$ cat src/rtl/load_store_unit.sv
// RV32I load/store unit: one memory access per start, with ack timeout and lane steering.
// Optional build macro LSU_MISALIGN_CHECK_EN rejects misaligned halfword/word accesses.
module load_store_unit #(
    parameter int unsigned TIMEOUT_CYCLES = 255
) (
    input  logic        clk,
    input  logic        reset,
    input  logic        start,
    input  logic        is_store,
    input  logic [2:0]  funct3,
    input  logic [31:0] rs1,
    input  logic [31:0] imm,
    input  logic [31:0] rs2,
    output logic        busy,
    output logic        done,
    output logic        err,
    output logic [31:0] rdata,
    output logic        dmem_req,
    output logic [31:0] dmem_addr,
    output logic [3:0]  dmem_we,
    output logic [31:0] dmem_wdata,
    input  logic [31:0] dmem_rdata,
    input  logic        dmem_ack
);

    typedef enum logic [1:0] {
        IDLE,
        ACCESS,
        RESP
    } state_t;

    // Counter only needs to reach TIMEOUT_CYCLES-1: the last waiting cycle triggers the abort.
    localparam int unsigned CW = (TIMEOUT_CYCLES > 1) ? $clog2(TIMEOUT_CYCLES) : 1;
    localparam logic [CW-1:0] CNT_LAST = CW'(TIMEOUT_CYCLES - 1);

    state_t         state_q, state_d;
    logic [CW-1:0]  cnt_q, cnt_d;
    logic           err_q, err_d;
    logic [31:0]    rdata_q, rdata_d;
    logic [31:0]    addr_q, wdata_q;
    logic [3:0]     we_q;
    logic           store_q;
    logic [2:0]     f3_q;
    logic [1:0]     lo_q;

    logic [31:0]    ea;
    logic           legal;
    logic           misaligned;
    logic           accept;
    logic [3:0]     we_new;
    logic [31:0]    wdata_new;
    logic [7:0]     lane_b;
    logic [15:0]    lane_h;
    logic [31:0]    load_val;

    assign ea = rs1 + imm;

    always_comb begin
        legal = 1'b0;
        if (is_store) begin
            legal = (funct3 == 3'd0) || (funct3 == 3'd1) || (funct3 == 3'd2);
        end else begin
            legal = (funct3 == 3'd0) || (funct3 == 3'd1) || (funct3 == 3'd2) ||
                    (funct3 == 3'd4) || (funct3 == 3'd5);
        end
    end

`ifdef LSU_MISALIGN_CHECK_EN
    assign misaligned = ((funct3[1:0] == 2'b01) && ea[0]) ||
                        ((funct3[1:0] == 2'b10) && (ea[1:0] != 2'b00));
`else
    assign misaligned = 1'b0;
`endif

    assign accept = (state_q == IDLE) && start && legal && !misaligned;

    always_comb begin
        we_new    = '0;
        wdata_new = rs2;
        case (funct3[1:0])
            2'b00: begin
                we_new    = 4'b0001 << ea[1:0];
                wdata_new = {4{rs2[7:0]}};
            end
            2'b01: begin
                we_new    = ea[1] ? 4'b1100 : 4'b0011;
                wdata_new = {2{rs2[15:0]}};
            end
            default: begin
                we_new    = 4'b1111;
                wdata_new = rs2;
            end
        endcase
        if (!is_store) begin
            we_new = '0;
        end
    end

    always_comb begin
        lane_b = dmem_rdata[7:0];
        case (lo_q)
            2'd0: lane_b = dmem_rdata[7:0];
            2'd1: lane_b = dmem_rdata[15:8];
            2'd2: lane_b = dmem_rdata[23:16];
            2'd3: lane_b = dmem_rdata[31:24];
            default: lane_b = dmem_rdata[7:0];
        endcase
        lane_h = lo_q[1] ? dmem_rdata[31:16] : dmem_rdata[15:0];
        case (f3_q)
            3'd0:    load_val = {{24{lane_b[7]}}, lane_b};
            3'd1:    load_val = {{16{lane_h[15]}}, lane_h};
            3'd4:    load_val = {24'd0, lane_b};
            3'd5:    load_val = {16'd0, lane_h};
            default: load_val = dmem_rdata;
        endcase
    end

    // State register
    always_ff @(posedge clk) begin
        if (reset) begin
            state_q <= IDLE;
            cnt_q   <= '0;
            err_q   <= 1'b0;
            rdata_q <= '0;
        end else begin
            state_q <= state_d;
            cnt_q   <= cnt_d;
            err_q   <= err_d;
            rdata_q <= rdata_d;
        end
    end

    // Access context is captured only for accepted requests, keeping the memory bus quiet otherwise.
    always_ff @(posedge clk) begin
        if (reset) begin
            addr_q  <= '0;
            wdata_q <= '0;
            we_q    <= '0;
            store_q <= 1'b0;
            f3_q    <= '0;
            lo_q    <= '0;
        end else if (accept) begin
            addr_q  <= {ea[31:2], 2'b00};
            wdata_q <= wdata_new;
            we_q    <= we_new;
            store_q <= is_store;
            f3_q    <= funct3;
            lo_q    <= ea[1:0];
        end
    end

    // Next-state logic
    always_comb begin
        state_d = state_q;
        cnt_d   = cnt_q;
        err_d   = err_q;
        rdata_d = rdata_q;
        case (state_q)
            IDLE: begin
                err_d = 1'b0;
                if (start) begin
                    if (!legal || misaligned) begin
                        state_d = RESP;
                        err_d   = 1'b1;
                    end else begin
                        state_d = ACCESS;
                        cnt_d   = '0;
                    end
                end
            end
            ACCESS: begin
                if (dmem_ack) begin
                    state_d = RESP;
                    err_d   = 1'b0;
                    if (!store_q) begin
                        rdata_d = load_val;
                    end
                end else if (cnt_q == CNT_LAST) begin
                    state_d = RESP;
                    err_d   = 1'b1;
                end else begin
                    cnt_d = cnt_q + CW'(1);
                end
            end
            RESP: begin
                state_d = IDLE;
                err_d   = 1'b0;
            end
            default: begin
                state_d = IDLE;
                err_d   = 1'b0;
            end
        endcase
    end

    // Output logic
    always_comb begin
        busy       = (state_q != IDLE);
        done       = (state_q == RESP);
        err        = (state_q == RESP) && err_q;
        dmem_req   = (state_q == ACCESS);
        dmem_we    = (state_q == ACCESS) ? we_q : '0;
        dmem_addr  = addr_q;
        dmem_wdata = wdata_q;
        rdata      = rdata_q;
    end

endmodule

$ cat config.mk
export PLATFORM = sky130hd
export DESIGN_NAME = load_store_unit
export DESIGN_NICKNAME = d
export VERILOG_FILES = /design/src/rtl/load_store_unit.sv
export SDC_FILE = /design/constraint.sdc
export NUM_CORES = 1
export LEC_CHECK = 0
export ABC_AREA = 1
export CAP_MARGIN = 5
export CORE_ASPECT_RATIO = 0.7
export CORE_UTILIZATION = 55
export DETAILED_ROUTE_END_ITERATION = 16
export DONT_BUFFER_PORTS = 1
export MAX_ROUTING_LAYER = met4
export PLACE_DENSITY = 0.7
export RECOVER_POWER = 100
export SETUP_SLACK_MARGIN = 0.1
export SLEW_MARGIN = 40
export SYNTH_ARGS = -nofsm -noshare
export SYNTH_HDL_FRONTEND = slang
export SYNTH_SLANG_ARGS = --single-unit
$ cat constraint.sdc
create_clock -name clk -period 2.3 [get_ports clk]
set_input_delay 0.575 -clock clk [delete_from_list [all_inputs] [get_ports clk]]
set_output_delay 0.575 -clock clk [all_outputs]
set_load 0.02 [all_outputs]
==> out/metrics.cfg, run 1 <==
[synthesis]
ys_top_cells_by_count=nand2_1 (313), inv_1 (213), nor2_1 (141)
synth_area_leader_cell=dfxtp_1
synth_warnings=0
ys.flop_type=dfxtp_1
synth_edf_count=0
synth_seq_cells=115
synth_async_sr_flop_share_pct=0
synth_top_area_share_pct=30.66
synth.distinct_cells=42
synth_area_um2=7510
yosysMostFrequentCell=nand2_1
synthCells=1227
ys_seq_area_share_pct=30.66
avgSynthCellArea_um2=6.120
synth_area_leaders=dfxtp_1 (31%), nand2_1 (16%), inv_1 (11%)

[critical_path]
cp.required_ns=1.73
crit_chain=inv_1, nor2_2, inv_2, nor2_1
crit_slowest_cell=nor2_1
crit_fanout=7
cp-start-kind=flop
critical_path.max_stage_delay_ns=0.39
endpoint_kind=primary output
worstSetupPathType=flop to primary output
crit_arrival_ns=1.53

[timing]
fmax_mhz=475.3
rsz0062_at_grt=yes
relSlewSlack_pct=50.41
slew_viol_final=0
min_period_over_period_pct=91.48
fin_skew_ns=0.008126
fin_crit_ns=2.104
hold_viol_final=0
tightestPinTransition_ns=0.7431
finalSetupViolations=0
fin_setup_tns_ns=0

[finish]
fillers=1313
final-seq-area_um2=2302
final_nets=1385
area_growth_pct=10.15
multiInputGateArea_um2=4118
diodes=0
final_area_um2=8272
final_layout_size_suffix_gt1_share_pct=5.049

[global_route]
grt_first_pass_wirelength_um=33490
grt-ovfl-total=0
grt_use_met3_pct=9.629
grt_pass1_vias=6533
grt.busiest_layer=met2
use_met1_pct=42.72
antenna_found_initial=0
grt_max_degree=71
grt_use_total_pct=30.97
use_met2_pct=44.07

[drt]
ant_nets=0
vias_per_cell=5.324
wirelength_um=21390
vias=7523
avgRoutedWirePerCell_um=15.14
drtPass1Iterations=5
drc=0
drt_iter0_drc=551

[floorplanning]
core_area_um2=13230
ios=240
initial_utilization_pct=56.78
dieArea_um2=14130
num_rows=35
die_w_um=141.7
fp.dieH_um=99.77

[place]
numPortBuffers=0
globalplace.congestion=0.9677
placed_cell_area_um2=7659
dp_hpwl_um=16270

[pwr]
p_per_area_nw_per_um2=784.4
p_leak_nw=4.380
ir_drop_uv=642.7

[cts]
cts_buffer_depth=2
path_clk_slew_ns=0.06
cts_setup_buffers=0
cts_max_level=4
cts_root_buf=clkbuf_16
postCtsHoldBufs=0
cts_buffers=17
cts.sinks=115
tritoncts=yes
clkLatencyLatePin_ns=0.40

[hold_path]
hold_path.class=input port to flop

[run_status]
status=complete, no violations

[job]
maxCapViolCount=0

## timing repair
action / 4_1_cts / 5_1_grt
endpoints found under the setup margin: 0 / 3
endpoints found under the hold margin: 0 / 0
resized for setup: 0 / 3
## final timing paths
kind,startpoint,end,slack [ns],depth (start not counted)
max reg2reg,state_q[0],rdata[13],0.27,8
max,state_q[0],dmem_we[2],0.20,4
min,reset,cnt_q[7],0.25,1
min reg2reg,cnt_q[6],cnt_q[6],0.49,2
## per-stage QoR
stage               instances  util [%]  power [mW]  setup WS [ns]  hold slack (ns)
finish                   1413     62.54       6.488         0.1960           0.2489
global placement         1381     57.91       3.600        0.09021           0.4722
CTS                      1413     62.77       6.515         0.1813           0.2251
floorplan                1228         -       3.343         0.2864           0.4510
global route             1413     62.54       6.790        0.07849           0.2216
detailed placement       1381     57.91       3.615        0.05713           0.4728
## cell type report
| class | instances | area share (%) |
|---|---|---|
| timing repair buffer | 17 | 1.770 |
| clock inverter | 15 | 2.632 |
| clock buffer | 17 | 5.143 |
| tap | 185 | 2.798 |
| sequential | 115 | 27.83 |
| inverter | 220 | 10.04 |
| multi-input combinational | 844 | 49.78 |
## layer usage
metal / routed length (um) / share of wire, %
met4: 168 / 0.79
met3: 2240 / 10
met2: 8776 / 41
met5: 0 / 0
met1: 10210 / 48
## cell usage in the layout, fill, tap and decap left out, types with 4 or more instances in the layout
master	instances
nor2_1	141
o22ai_1	16
clkbuf_16	17
a21oi_1	94
nor3_1	14
ha_1	33
nand2_1	314
a31oi_1	9
nand4_1	5
o21bai_1	5
o211ai_1	16
inv_1	215
buf_4	13
dfxtp_1	115
xor2_1	12
o21ai_0	89
nand3_1	68
inv_2	4
bufinv_16	4
inv_6	6
## critical path: cells and delay by family (launching register included)
family        cells  cell delay [ns]
buf+inv           2             0.21
flops             1             0.35
simple gates      2             0.57
## flip-flops by register name, indices dropped and copies added, names as in the netlist
signal	flops
dmem_wdata	32
rdata	32
dmem_addr	30
cnt_q	8
we_q	4
f3_q	3
lo_q	2
state_q	2
err_q	1
store_q	1
## kinds of logic after synthesis
group                      Yosys count  synth area share, %
buffers and inverters              269                14.41
adders and majority gates           34                5.765
DFF                                115                30.66
xor gates and xnor gates            15                1.749
other                                1              0.04994
AOI/OAI and AO/OA                  240                17.59
and+or+nand+nor                    553                29.77
## report_power, final
part	internal [mW]	switching [mW]	leakage, nW
Combinational	0.402	0.787	3.12
Sequential	2.13	0.263	0.940
Clock	1.85	1.05	0.317
Power figures use the tool's default switching activity.
==> run 2: changes to the inputs <==
--- a/config.mk
+++ b/config.mk
@@ -7,7 +7,7 @@
 export LEC_CHECK = 0
 export ABC_AREA = 1
 export CAP_MARGIN = 5
-export CORE_ASPECT_RATIO = 0.7
+export CORE_ASPECT_RATIO = 0.5
 export CORE_UTILIZATION = 55
 export DETAILED_ROUTE_END_ITERATION = 16
 export DONT_BUFFER_PORTS = 1
==> run 2 against run 1 <==
  * Setup slack worse by 0.013 ns
  * Routed wire length shrank 1.6%
  * Non-clock buffer count shrank 5
  * Final area fell by 1.6%
  * Critical path depth stayed put
  * Flip-flop and latch count unchanged
  * Utilization rose by 0.12 points
  * Global-route usage down 0.091 points
  * First-iteration DRC count grew 21%
==> out/metrics.cfg, run 2 (synthesis gave the netlist of run 1 again) <==
[run_status]
status=complete, no violations

[cts]
cts_buffers=17  ; unchanged
cts_setup_buffers=0  ; unchanged
path_clk_slew_ns=0.06  ; about the same
cts.sinks=115  ; unchanged
cts_buffer_depth=2  ; unchanged
clkLatencyLatePin_ns=0.41  ; about the same
post_cts_resized=0  ; unchanged
cts_root_buf=clkbuf_16
tritoncts=yes
cts_max_level=4  ; unchanged
postCtsHoldBufs=0  ; unchanged

[critical_path]
worstSetupPathType=flop to primary output
r2r.worst_path.cells=9  ; +1
rrSetupSlack_ns=0.36  ; +0.09 ns
crit_arrival_ns=1.54  ; about the same
crit_fanout=7  ; unchanged
crit_chain=inv_1, nor2_2, inv_1, nor2_1
crit_slowest_cell=dfxtp_1
cp_common_cell=inv_1
cp_num_buf_inv=2  ; unchanged
critical_path.max_stage_delay_ns=0.36  ; -0.03 ns
cp.required_ns=1.73  ; about the same
cp.depth=4  ; unchanged
cp-start-kind=flop
crit_family=simple AND/OR/NAND/NOR gates
endpoint_kind=primary output

[timing]
relSlewSlack_pct=64.66  ; +14 points
fin_skew_ns=0.01039  ; +0.002259 ns
slew_viol_final=0  ; unchanged
holdWs_ns=0.2205  ; -0.02843 ns
fmax_mhz=472.4  ; -0.60%
finalSetupViolations=0  ; unchanged
rsz0062_at_grt=no
fin_crit_ns=2.117  ; +0.01276 ns
tightestPinTransition_ns=0.5282  ; -0.2149 ns
hold_viol_final=0  ; unchanged
min_period_over_period_pct=92.03  ; +0.55 points
fin_setup_tns_ns=0  ; unchanged

[hold_path]
hold_path.class=input port to flop
min_path_cells=1  ; unchanged

[drt]
vias_per_cell=5.426  ; +1.9%
drt_iter0_drc=665  ; +21%
vias=7559  ; +0.48%
avgRoutedWirePerCell_um=15.11  ; -0.21%
wirelength_um=21040  ; -1.6%
drc=0  ; unchanged
ant_nets=0  ; unchanged
drtPass1Iterations=5  ; unchanged

[pwr]
ir_drop_uv=592.2  ; -7.9%
p_leak_nw=4.320  ; -1.4%
p_per_area_nw_per_um2=751.8  ; -4.2%
power.total_mw=6.120  ; -5.7%

[place]
dp_hpwl_um=16130  ; -0.84%
numPortBuffers=0  ; unchanged
globalplace.congestion=0.9735  ; +0.60%
placed_cell_area_um2=7590  ; -0.90%

[finish]
final_nets=1380  ; -0.36%
diodes=0  ; unchanged
final_cell_mix=nand2_1 (314), inv_1 (218), nor2_1 (143)
area_growth_pct=8.397
final_common_cell=nand2_1
final_area_um2=8140  ; -1.6%
final_layout_size_suffix_gt1_share_pct=4.334  ; -0.72 points
fillers=1271  ; -3.2%

[floorplanning]
core_area_um2=12990  ; -1.8%
fp.dieH_um=84.63  ; -15%
ios=240  ; unchanged
dieArea_um2=14150  ; +0.15%
die_w_um=167.3  ; +18%
initial_utilization_pct=57.81  ; +1.0 points
num_rows=29  ; -17%

[global_route]
grt_use_met3_pct=7.496  ; -2.1 points
grt_pass1_vias=6800  ; +4.1%
use_met2_pct=51.24  ; +7.2 points
grt_first_pass_wirelength_um=33840  ; +1.1%
grt-ovfl-total=0  ; unchanged
grt_max_degree=61  ; -14%
use_met1_pct=37.34  ; -5.4 points
grt_use_total_pct=30.87  ; -0.091 points
grt.busiest_layer=met2
antenna_found_initial=0  ; unchanged

[job]
maxCapViolCount=0  ; unchanged

run 2: where the power goes:
| group | leakage, nW | internal, mW | switching [mW] | total, mW |
|---|---|---|---|---|
| Combinational | 3.10 | 0.395 | 0.777 | 1.17 |
| Sequential | 0.940 | 2.13 | 0.260 | 2.39 |
| Clock | 0.277 | 1.51 | 1.04 | 2.55 |
run 2: final cells by class:
| cell class | count | area (um^2) | area share [%] |
|---|---|---|---|
| inverter | 220 | 830.8 | 10.21 |
| clock inverter | 15 | 145.1 | 1.783 |
| sequential | 115 | 2302 | 28.28 |
| multi-input combinational | 844 | 4118 | 50.58 |
| tap | 170 | 212.7 | 2.613 |
| timing repair buffer | 12 | 106.4 | 1.306 |
| clock buffer | 17 | 425.4 | 5.226 |
run 2: routing by layer:
metal	up-vias	routed length (um)	share of wire, %
li1	3859	-	-
met1	3359	9084	43
met2	312	9839	47
met3	29	1793	8.5
met4	0	327	1.6
met5	-	0	0
run 2: final timing paths:
path	start	to
worst min register to register	we_q[3]	we_q[3]
worst max register to register	state_q[0]	rdata[9]
worst max-delay path	state_q[0]	dmem_we[3]
worst min-delay path	reset	cnt_q[4]
run 2: metrics by stage:
step | worst slack (ns) | util (%) | std cells
5_1_grt | 0.07630 | 62.67 | 1393
6_report | 0.1833 | 62.67 | 1393
2_1_floorplan | 0.2864 | - | 1228
4_1_cts | 0.2324 | 62.82 | 1393
3_3_place_gp | 0.1123 | 58.43 | 1361
3_5_place_dp | 0.08590 | 58.43 | 1361
==> run 3: changes to the inputs <==
--- a/config.mk
+++ b/config.mk
@@ -12,7 +12,7 @@
 export DETAILED_ROUTE_END_ITERATION = 16
 export DONT_BUFFER_PORTS = 1
 export MAX_ROUTING_LAYER = met4
-export PLACE_DENSITY = 0.7
+export PLACE_DENSITY_LB_ADDON = 0.25
 export RECOVER_POWER = 100
 export SETUP_SLACK_MARGIN = 0.1
 export SLEW_MARGIN = 40
==> run 3 against run 2 <==
  * Fmax down 0.95%
  * Final area up 0.72%
  * Clock skew about the same
  * Power up 2.2%
  * Cell count up 0.36%
  * Via count up 0.86%
  * Sequential share of layout area down 0.20 points
  * Critical endpoint is now dmem_we[0]
  * Largest cell class unchanged
  * Largest power group unchanged
==> out/metrics.cfg, run 3 (synthesis gave the netlist of run 1 again) <==
[global_route]
grt_first_pass_wirelength_um=33570  ; -0.82%
grt-ovfl-total=0  ; unchanged
grt_max_degree=67  ; +9.8%
antenna_found_initial=0  ; unchanged
grt_pass1_vias=6583  ; -3.2%
grt_use_total_pct=30.51  ; -0.37 points

[pwr]
p_per_area_nw_per_um2=762.8  ; +1.5%
ir_drop_uv=575.6  ; -2.8%
p_leak_nw=4.345  ; +0.56%

[hold_path]
min_from=reset
hold_end=cnt_q[4]
hold_path.class=input port to flop
min_path_cells=1  ; unchanged

[timing]
rsz0062_at_grt=no
hold_viol_final=0  ; unchanged
fmax_mhz=467.9  ; -0.95%
fin_crit_ns=2.137  ; +0.02039 ns
setup_ws_ns=0.1629  ; -0.02038 ns
tightestPinTransition_ns=0.5555  ; +0.02733 ns
slew_viol_final=0  ; unchanged
relSlewSlack_pct=62.83  ; -1.8 points
fin_skew_ns=0.01029  ; -0.00009270 ns
min_period_over_period_pct=92.92  ; +0.89 points
finalSetupViolations=0  ; unchanged
fin_setup_tns_ns=0  ; unchanged

[run_status]
status=complete, no violations

[drt]
vias_per_cell=5.454  ; +0.50%
drt_iter0_drc=586  ; -12%
vias=7624  ; +0.86%
drc=0  ; unchanged
wirelength_um=21260  ; +1.0%
avgRoutedWirePerCell_um=15.21  ; +0.67%
drtPass1Iterations=5  ; unchanged
ant_nets=0  ; unchanged

[floorplanning]
fp.dieH_um=84.63  ; unchanged
ios=240  ; unchanged
core_area_um2=12990  ; unchanged
num_rows=29  ; unchanged
dieArea_um2=14150  ; unchanged
die_w_um=167.3  ; unchanged
initial_utilization_pct=57.81  ; unchanged

[finish]
fillers=1231  ; -3.1%
final-seq-area_um2=2302  ; unchanged
final_layout_size_suffix_gt1_share_pct=4.560  ; +0.23 points
final_nets=1385  ; +0.36%
final_common_cell=nand2_1
diodes=0  ; unchanged
final_core_utilization_pct=63.12  ; +0.45 points
final_cell_count_no_fill=1398  ; +0.36%
area_growth_pct=9.180
final_cell_mix=nand2_1 (314), inv_1 (217), nor2_1 (143)
multiInputGateArea_um2=4113  ; -0.12%

[critical_path]
crit_arrival_ns=1.56  ; +0.02 ns
cp.required_ns=1.73  ; about the same
r2r.worst_path.cells=10  ; +1
rrSetupSlack_ns=0.28  ; -0.08 ns
r2r_end=rdata[31]
critical_path.max_stage_delay_ns=0.37  ; about the same
crit_slowest_cell=dfxtp_1
worstSetupPathType=flop to primary output
crit_fanout=7  ; unchanged
cp-start-kind=flop
endpoint_kind=primary output
r2r-start=lo_q[1]
crit_chain=inv_1, nor2_2, inv_2, nor2_1

[job]
maxCapViolCount=0  ; unchanged

[cts]
cts_buffers=17  ; unchanged
cts_root_buf=clkbuf_16
path_clk_slew_ns=0.06  ; about the same
cts_buffer_depth=2  ; unchanged
postCtsHoldBufs=0  ; unchanged
tritoncts=yes
cts_max_level=4  ; unchanged
clkLatencyLatePin_ns=0.41  ; about the same
cts.sinks=115  ; unchanged
post_cts_resized=0  ; unchanged
cts_setup_buffers=0  ; unchanged

[place]
dp_slack_ns=0.1088  ; +0.02290 ns
dp_hpwl_um=16270  ; +0.83%
numPortBuffers=0  ; unchanged
place_inst=1366  ; +0.37%
globalplace.congestion=1.020  ; +4.7%

==> run 3: cell types whose count changed in the layout (fill, tap and decap cells not counted), sizes merged <==
cell,delta
clkinvlp,+1
buf,+4
inv,-3
bufinv,+1
clkinv,-1
clkbuf,+3
==> run 3: area by class of cell <==
cell class              count  share of cell area, %
clock buffers              19                  5.524
clock inverters            13                  1.816
inverters                 220                  10.13
multi-input cells         844                  50.16
flip-flops and latches    115                  28.08
well taps                 170                  2.594
repair buffers             17                  1.694
==> run 3: critical path: cells and delay by family, from the launching register on <==
family / cells / cell delay, ns
buffers and inverters: 2 / 0.22
flip-flops: 1 / 0.37
AND/OR/NAND/NOR: 2 / 0.56
==> run 3: per-stage QoR <==
stage	area, um^2	hold slack, ns	power (mW)
finish	8199	0.2686	6.254
global route	8199	0.2435	6.559
CTS	8229	0.2185	6.278
detailed placement	7627	0.4860	3.612
global placement	7627	0.4770	3.594
floorplan	7513	0.4510	3.343
==> run 3: per-layer routing <==
layer / part of all wire, % / GRT usage, % / vias to the layer above
li1: - / - / 3854
met1: 44 / 38.49 / 3360
met2: 46 / 49.03 / 359
met3: 8.9 / 6.506 / 51
met4: 2.1 / 9.425 / 0
met5: 0 / - / -
==> run 3: worst max path at each step <==
stage | startpoint | endpoint | slack (ns)
global placement | rs1[0] | dmem_addr[28] | 0.12
detailed placement | rs1[0] | dmem_addr[28] | 0.11
CTS | state_q[0] | dmem_we[0] | 0.18
floorplan | rs1[0] | dmem_addr[28] | 0.29
global route | lo_q[1] | rdata[31] | 0.06
finish | state_q[0] | dmem_we[0] | 0.16
==> run 3: power breakdown <==
part / internal, mW / leakage, nW / switching, mW
Sequential: 2.13 / 0.940 / 0.259
Clock: 1.67 / 0.287 / 1.00
Combinational: 0.402 / 3.12 / 0.788
